### src/rtl/nibble_serial_add_ctrl.sv
// rtl/nibble_serial_add_ctrl.sv - two-requester nibble-serial adder sharing one 4-bit lookahead adder
module fourbitfulladderNonRipple (
    input  logic [3:0] a,
    input  logic [3:0] b,
    input  logic       cin,
    output logic [3:0] sum,
    output logic       cout
);
    logic [3:0] g;
    logic [3:0] p;
    logic [4:0] c;

    assign g = a & b;
    assign p = a ^ b;

    // every carry is a flat sum-of-products of g/p/cin, so no carry ripples through stages
    assign c[0] = cin;
    assign c[1] = g[0] | (p[0] & cin);
    assign c[2] = g[1] | (p[1] & g[0]) | (p[1] & p[0] & cin);
    assign c[3] = g[2] | (p[2] & g[1]) | (p[2] & p[1] & g[0]) | (p[2] & p[1] & p[0] & cin);
    assign c[4] = g[3] | (p[3] & g[2]) | (p[3] & p[2] & g[1]) | (p[3] & p[2] & p[1] & g[0])
                | (p[3] & p[2] & p[1] & p[0] & cin);

    assign sum  = p ^ c[3:0];
    assign cout = c[4];
endmodule

module nibble_serial_add_ctrl #(
    parameter int WIDTH = 16
) (
    input  logic             clk,
    input  logic             rst,
    input  logic             req0_valid,
    output logic             req0_ready,
    input  logic [WIDTH-1:0] req0_a,
    input  logic [WIDTH-1:0] req0_b,
    input  logic             req0_cin,
    input  logic             req1_valid,
    output logic             req1_ready,
    input  logic [WIDTH-1:0] req1_a,
    input  logic [WIDTH-1:0] req1_b,
    input  logic             req1_cin,
    output logic             res_valid,
    input  logic             res_ready,
    output logic [WIDTH-1:0] res_sum,
    output logic             res_cout,
    output logic             res_id,
    output logic             busy
);
    localparam int NIB = WIDTH / 4;
    localparam int CW  = (NIB > 1) ? $clog2(NIB) : 1;

    typedef enum logic [1:0] {IDLE, CALC, DONE} state_t;

    state_t           state, state_nxt;
    logic [WIDTH-1:0] a_reg, b_reg, sum_reg, sum_nxt;
    logic [CW-1:0]    cnt;
    logic             carry, rr, id_reg;
    logic             grant, accept, last_nib;
    logic [3:0]       add_a, add_b, add_sum;
    logic             add_cout;

    // with both or neither requester valid, the round-robin pointer decides
    always_comb begin
        grant = rr;
        if (req0_valid && !req1_valid) begin
            grant = 1'b0;
        end else if (req1_valid && !req0_valid) begin
            grant = 1'b1;
        end
    end

    assign req0_ready = !rst && (state == IDLE) && !grant;
    assign req1_ready = !rst && (state == IDLE) && grant;
    assign accept     = (req0_valid && req0_ready) || (req1_valid && req1_ready);
    assign last_nib   = (cnt == CW'(NIB - 1));

    always_comb begin
        add_a   = 4'h0;
        add_b   = 4'h0;
        sum_nxt = sum_reg;
        for (int i = 0; i < NIB; i++) begin
            if (cnt == CW'(i)) begin
                add_a               = a_reg[4*i +: 4];
                add_b               = b_reg[4*i +: 4];
                sum_nxt[4*i +: 4]   = add_sum;
            end
        end
    end

    fourbitfulladderNonRipple u_add (
        .a    (add_a),
        .b    (add_b),
        .cin  (carry),
        .sum  (add_sum),
        .cout (add_cout)
    );

    always_comb begin
        state_nxt = state;
        case (state)
            IDLE:    if (accept)    state_nxt = CALC;
            CALC:    if (last_nib)  state_nxt = DONE;
            DONE:    if (res_ready) state_nxt = IDLE;
            default:                state_nxt = IDLE;
        endcase
    end

    always_ff @(posedge clk or posedge rst) begin
        if (rst) begin
            state    <= IDLE;
            a_reg    <= '0;
            b_reg    <= '0;
            sum_reg  <= '0;
            cnt      <= '0;
            carry    <= 1'b0;
            rr       <= 1'b0;
            id_reg   <= 1'b0;
            res_sum  <= '0;
            res_cout <= 1'b0;
            res_id   <= 1'b0;
        end else begin
            state <= state_nxt;
            case (state)
                IDLE: begin
                    if (accept) begin
                        a_reg  <= grant ? req1_a : req0_a;
                        b_reg  <= grant ? req1_b : req0_b;
                        carry  <= grant ? req1_cin : req0_cin;
                        id_reg <= grant;
                        cnt    <= '0;
                    end
                end
                CALC: begin
                    sum_reg <= sum_nxt;
                    carry   <= add_cout;
                    cnt     <= cnt + 1'b1;
                    // result registers only move here, so they hold steady through DONE and IDLE
                    if (last_nib) begin
                        cnt      <= '0;
                        res_sum  <= sum_nxt;
                        res_cout <= add_cout;
                        res_id   <= id_reg;
                    end
                end
                DONE: begin
                    if (res_ready) begin
                        rr <= ~res_id;
                    end
                end
                default: ;
            endcase
        end
    end

    assign res_valid = (state == DONE);
    assign busy      = (state != IDLE);
endmodule

### config.mk
export PLATFORM = sky130hd
export DESIGN_NAME = nibble_serial_add_ctrl
export DESIGN_NICKNAME = d
export VERILOG_FILES = /design/src/rtl/nibble_serial_add_ctrl.sv
export SDC_FILE = /design/constraint.sdc
export NUM_CORES = 1
export LEC_CHECK = 0
export ABC_AREA = 1
export CAP_MARGIN = 20
export CORE_MARGIN = 2
export CORE_UTILIZATION = 45
export CTS_CLUSTER_DIAMETER = 120
export DETAILED_ROUTE_END_ITERATION = 7
export GPL_ROUTABILITY_DRIVEN = 0
export PLACE_DENSITY = 0.75
export SLEW_MARGIN = 25
export SYNTH_ARGS = -nofsm -noshare
export SYNTH_HDL_FRONTEND = slang
export SYNTH_SLANG_ARGS = --single-unit
### constraint.sdc
create_clock -name clk -period 4.3 [get_ports clk]
set_input_delay 0.86 -clock clk [delete_from_list [all_inputs] [get_ports clk]]
set_output_delay 0.86 -clock clk [all_outputs]
set_load 0.05 [all_outputs]
# --- Word level (Yosys, flattened, before mapping) ---
# Index checks and enable logic that the tools add are counted.
totals:
  ff_bits: 73
  inputBits: 71
  output_inout_bits: 22
  elab_cells: 97
classes:
  add_sub_neg: 1
  eq_ne: 8
  mux: 26
  bitwise: 30
  reduce_logical: 21
op_table:
  columns: ["cell", "n"]
  rows:
  - ["4-bit 2-to-1 mux", 12]
  - ["16-bit 2-to-1 mux", 2]
  - ["1-bit bitwise AND", 16]
  - ["2-bit 2-to-1 mux", 5]
  - ["1-bit OR", 10]
  - ["2-bit AND reduction", 4]
  - ["4-bit bitwise XOR", 2]
  - ["1-bit logical AND", 7]
  - ["2-bit equality test (second input constant)", 3]
  - ["2-bit one-hot mux with 3 select lines", 1]
  - ["4-bit bitwise AND", 1]
  - ["2-bit by 1-bit equality test with 1-bit output (second input constant)", 2]
  - ["1-bit zero test", 4]
  - ["2-bit zero test", 2]
  - ["1-bit 2-to-1 mux", 4]
  - ["2-bit inequality test (second input constant)", 2]
  - ["2-bit one-hot mux with 2 select lines", 1]
  - ["2-bit nonzero test", 2]
  - ["3-bit AND reduction", 1]
  - ["2-bit by 1-bit adder with 2-bit output (second input constant)", 1]
  - ["2-bit by 1-bit inequality test with 1-bit output (second input constant)", 1]
  - ["1-bit one-hot mux with 2 select lines", 1]
  - ["1-bit logical OR", 1]
  - ["1-bit inverter", 1]

# --- Longest topological paths before layout ---
depth:
  depth_word: 12
  depth_mapped: 17

# --- Hierarchy ---
# A second synthesis with hierarchy kept.
unflattened:
  hier_cells: 537
  area_unflattened_um2: 3851.2
modules_own_cells:
  columns: ["module", "n_inst", "cells_each", "area_each_um2", "seq_area_each_um2"]
  rows:
  - ["nibble_serial_add_ctrl", 1, 506, 3662.3, 1726.7]
  - ["fourbitfulladderNonRipple", 1, 31, 188.9, 0.0]

# --- Worst setup path before layout ---
# No wires, ideal clock.
synth_path:
  kind: "input-to-output"
  from: "input port rst"
  to: "output port req0_ready"
  arrival_ns: 3.309
  required_time_ns: 3.440
  setup_slack_ns: 0.131
  stages: 3
  n_path_buf: 0
  path_cell_list: "inv_1 > nand3_4 > nor2_1"
synth_between:
  elab_chain_cells: 3
synth_rtl:
  columns: ["item", "line", "source"]
  rows:
  - ["start: declaration", "32", "input logic rst,"]
  - ["1-bit zero test (no line)", null, null]
  - ["1-bit logical AND (2 in a row)", "73", "assign req0_ready = !rst && (state == IDLE) && !grant;"]
  - ["end: declaration", "34", "output logic req0_ready,"]
# No other way between the ends.

# --- Worst setup path in the final report ---
layout_path:
  from: "input port req1_valid"
  to: "output port req1_ready"
layout_between:
  elab_chain_cells: 4
  elab_cells_between_ends: 6
  classes_between: "2 x mux; 4 x reduce/logical"
layout_rtl:
  columns: ["item", "line", "source"]
  rows:
  - ["start: declaration", "38", "input logic req1_valid,"]
  - ["1-bit logical AND / 1-bit zero test (equally long branches)", "68, 66", null]
  - ["1-bit 2-to-1 mux / 1-bit logical AND (equally long branches)", "68, 66", null]
  - ["1-bit 2-to-1 mux *", "66", "if (req0_valid && !req1_valid) begin"]
  - ["1-bit logical AND *", "74", "assign req1_ready = !rst && (state == IDLE) && grant;"]
  - ["end: declaration", "39", "output logic req1_ready,"]
# Mark *: on every way between the ends. The rest lies on a longest branch, timed or not.

==> summary by stage <==
Synthesis
Ranked by total cell area, the synthesized netlist is headed by dfrtp_1 48%, nand2_1 13%, o21ai_0 7.9%. Counting every instance in the synthesized netlist gives 453. The number of enable flip-flop cells after synthesis is 0. The biggest area consumer among synthesized cells is dfrtp_1. The sequential fraction of the synthesis area is 0.4790. Each instance of the synthesized netlist takes up on average 7.957 sq um. The synthesis-stage register bit count is 69. The commonest cells after synthesis are 125 x nand2_1, 69 x dfrtp_1, 57 x o21ai_0, 42 x nor2_1, 34 x o21ai_1. For this run, asynchronously set or reset flops after synthesis account for 1.000. Synthesis instantiated 30 different standard cells from the library. Summing every instance area after synthesis gives 3605 sq um.

The leading register cell type out of synthesis is dfrtp_1. Of the post-synthesis cell area, the dominant cell type holds 0.4790. During synthesis, Yosys emitted a total of 0 warnings. The net count of the mapped netlist is 533.

The most common cell in the synthesized netlist is nand2_1.

Placed design
The worst slack after detailed placement is 1.055 ns. The cell area reported after detailed placement is 4523 sq um. After legalization and detailed placement, the total HPWL measured 6.089 mm. The number of port buffers is 92.

Worst setup path
STA classifies the critical path endpoint as an output pin. The worst setup path is launched from an input port. The category of the critical setup timing path is in -> out.

Along the worst path, the maximum fanout reaches 36. Among all stages on the critical path, the largest delay is contributed by clkdlybuf4s50_1. Traced cell by cell, the critical path runs through clkdlybuf4s50_1 -> inv_1 -> o21ai_1 -> nand2_2 -> nor2_1 -> buf_4. At the worst endpoint, the arrival time is 2.41 ns. Data on the critical path is required at its endpoint by 3.44 ns.

The delay of the slowest cell on the worst path is 0.47 ns.

Routing
The violation count after the first detailed-route iteration is 203. The total length of routed wires is 8.482 mm. The per-cell via count in the routed design is 5.096. The detail route stage leaves a number of antenna-violating nets equal to 0. The final route contains 3277 vias. In the routed design, unresolved DRC markers number 0.

In the final routed layout, each cell accounts on average for 13.19 um. The first-pass detailed-route iteration total is 4.

Cells and area
Of the cells placed in the final design, the portion with a size suffix greater than 1 is 0.06100. After routing the design area is 4695 sq um. The antenna cell count is 0. Measured on the finished design, the core utilization comes to 0.6075.

The final layout net count is 616. The total of fill cells in the finished design is 659. The signed area change from the synthesized netlist to the final layout is 30.23%.

GRT
The number of global-route vias before repair is 3273. Across every metal layer, demand over resource in global routing totals 0.2144. After global routing the overflow that remains totals 0. The number of antenna violations at the first check in global routing is 0. The first global-routing pass estimated 15.00 mm of wire. The maximum number of pins on one net before global-route repair is 70.

Power
The leakage dissipation is 2.188 nW. The relative contribution of sequential cells to total power is 0.305. The combinational group share of total power is 0.570. The peak supply drop is 262.3 uV. The clock network fraction of total power is 0.125. The net switching fraction of the power is 0.4787. Summed over all nets, the switching power comes to 1.780 mW.

The power density over the cells is 792.0 nW/um^2. Power comes to 3.718 mW. Cell internal power was estimated by the tool at 1.938 mW.

Clock tree
After clock tree synthesis, the repair step resized 0 gates. The H-tree was split into 3 levels. Clock tree synthesis inserted a total of 9 buffers. The source-to-sink clock delay at the later pin of the worst-skew pair is 0.34 ns. The clock sink count is 69.

The clock tree buffer depth is 2. The number of post-CTS setup repair buffers is 0. The clock-pin slew on the worst setup and hold paths is 0.07 ns.

The tree is rooted in a clkbuf_8. The clock tree from TritonCTS is yes. The number of hold buffers added after cts is 0.

STA
Setup repair after global routing left no endpoint under its margin. Measured against its own limit, the worst slew margin works out to 0.4452. The least setup slack across all paths after layout is 1.033 ns. The highest clock frequency the design can meet is 306.1 MHz. The final number of setup-violating endpoints is 0. The number of failing hold endpoints at the final stage is 0. The count of final max-slew check failures is 0. The final-layout setup total negative slack is 0 ns.

Of the available clock period, the critical path in the final layout requires 0.7599. The transition time of the tightest slew-check pin is 0.8322 ns. The clock skew after layout is 0.005229 ns. The minimum clock period is 3.267 ns.

Run status
The run finished with clean final reports.

Flow run
The max capacitance violation total is 0.

Die
The floorplan die width is 93.50 um. The top-level I/O count is 93. The core region is 7727 sq um. Measured along the y axis, the die boundary spans 93.50 um.

The floorplan row count is 32. For this configuration, the core starts out at a cell density of 0.4665. The area of the die is 8742 sq um.

Hold path
In this run the worst hold path is classified as reg -> reg.
cell usage in the layout, fill, tap and decap left out, types with 3 or more instances in the layout:
cell type,n
buf_4,4
nor2_8,3
or2_2,5
nor2_1,42
inv_4,3
o21ai_0,57
ha_1,8
a21oi_1,13
o21ai_1,34
nand3_1,33
clkbuf_8,11
clkdlybuf4s50_1,90
nand2_1,125
clkbuf_1,4
inv_1,20
inv_2,4
dfrtp_1,69
path summary, 6_finish.rpt:
| kind | start | endpoint | slack, ns | cells after the start |
|---|---|---|---|---|
| setup / recovery | req1_valid | req1_ready | 1.03 | 6 |
| min in group asynchronous | rst | rr | 1.13 | 3 |
| max in group asynchronous | rst | res_sum[9] | 2.61 | 3 |
| setup reg to reg | cnt[1] | sum_reg[7] | 1.10 | 15 |
| hold / removal | res_sum[0] | res_sum[0] | 0.47 | 2 |
| hold reg to reg | res_sum[0] | res_sum[0] | 0.47 | 2 |
power by group through the flow:
stage	sequential, mW	clock [mW]	combinational [mW]
global placement	1.14	0	2.05
detailed placement	1.14	0	2.11
floorplan	1.34	0	1.37
finish	1.14	0.463	2.12
global route	1.17	0.502	2.40
CTS	1.14	0.469	2.12
critical path: cells and delay by family:
family,cells,cell delay (ns)
buffers and inverters,3,0.76
AND/OR/NAND/NOR,2,0.64
AO/OA/AOI/OAI,1,0.14
logic make-up (layout without fill, tap and decap cells):
family                     after synthesis  in the layout  share of synthesized area
DFF                                     69             69                     0.4790
AOI/OAI and AO/OA                      110            110                     0.1569
adders and majority gates                9              9                    0.03332
xor gates and xnor gates                 1              1                   0.002430
and+or+nand+nor                        214            214                     0.2582
buffers and inverters                   50            138                    0.07011
metrics by stage:
step | hold WS [ns] | instances
global placement | 0.4538 | 627
finish | 0.4706 | 643
CTS | 0.4757 | 643
detailed placement | 0.4591 | 627
global route | 0.4957 | 643
floorplan | 0.4410 | 453
layout make-up:
class                      count  area, sq um  area share
multi-input combinational    334         1625      0.3462
tap                          102        127.6     0.02719
clock buffer                  15        166.4     0.03545
sequential                    69         1727      0.3678
clock inverter                 1        5.005    0.001066
inverter                      28        112.6     0.02399
timing repair buffer          94        930.9      0.1983
metal layers:
metal / GRT usage / vias to the layer above / routed length, um
met4: 0.06863 / 0 / 91
met2: 0.3501 / 99 / 4087
met1: 0.2866 / 1510 / 3828
met5: 0 / - / 0
met3: 0.04432 / 10 / 475
li1: - / 1658 / -
Power figures use the tool's default switching activity.
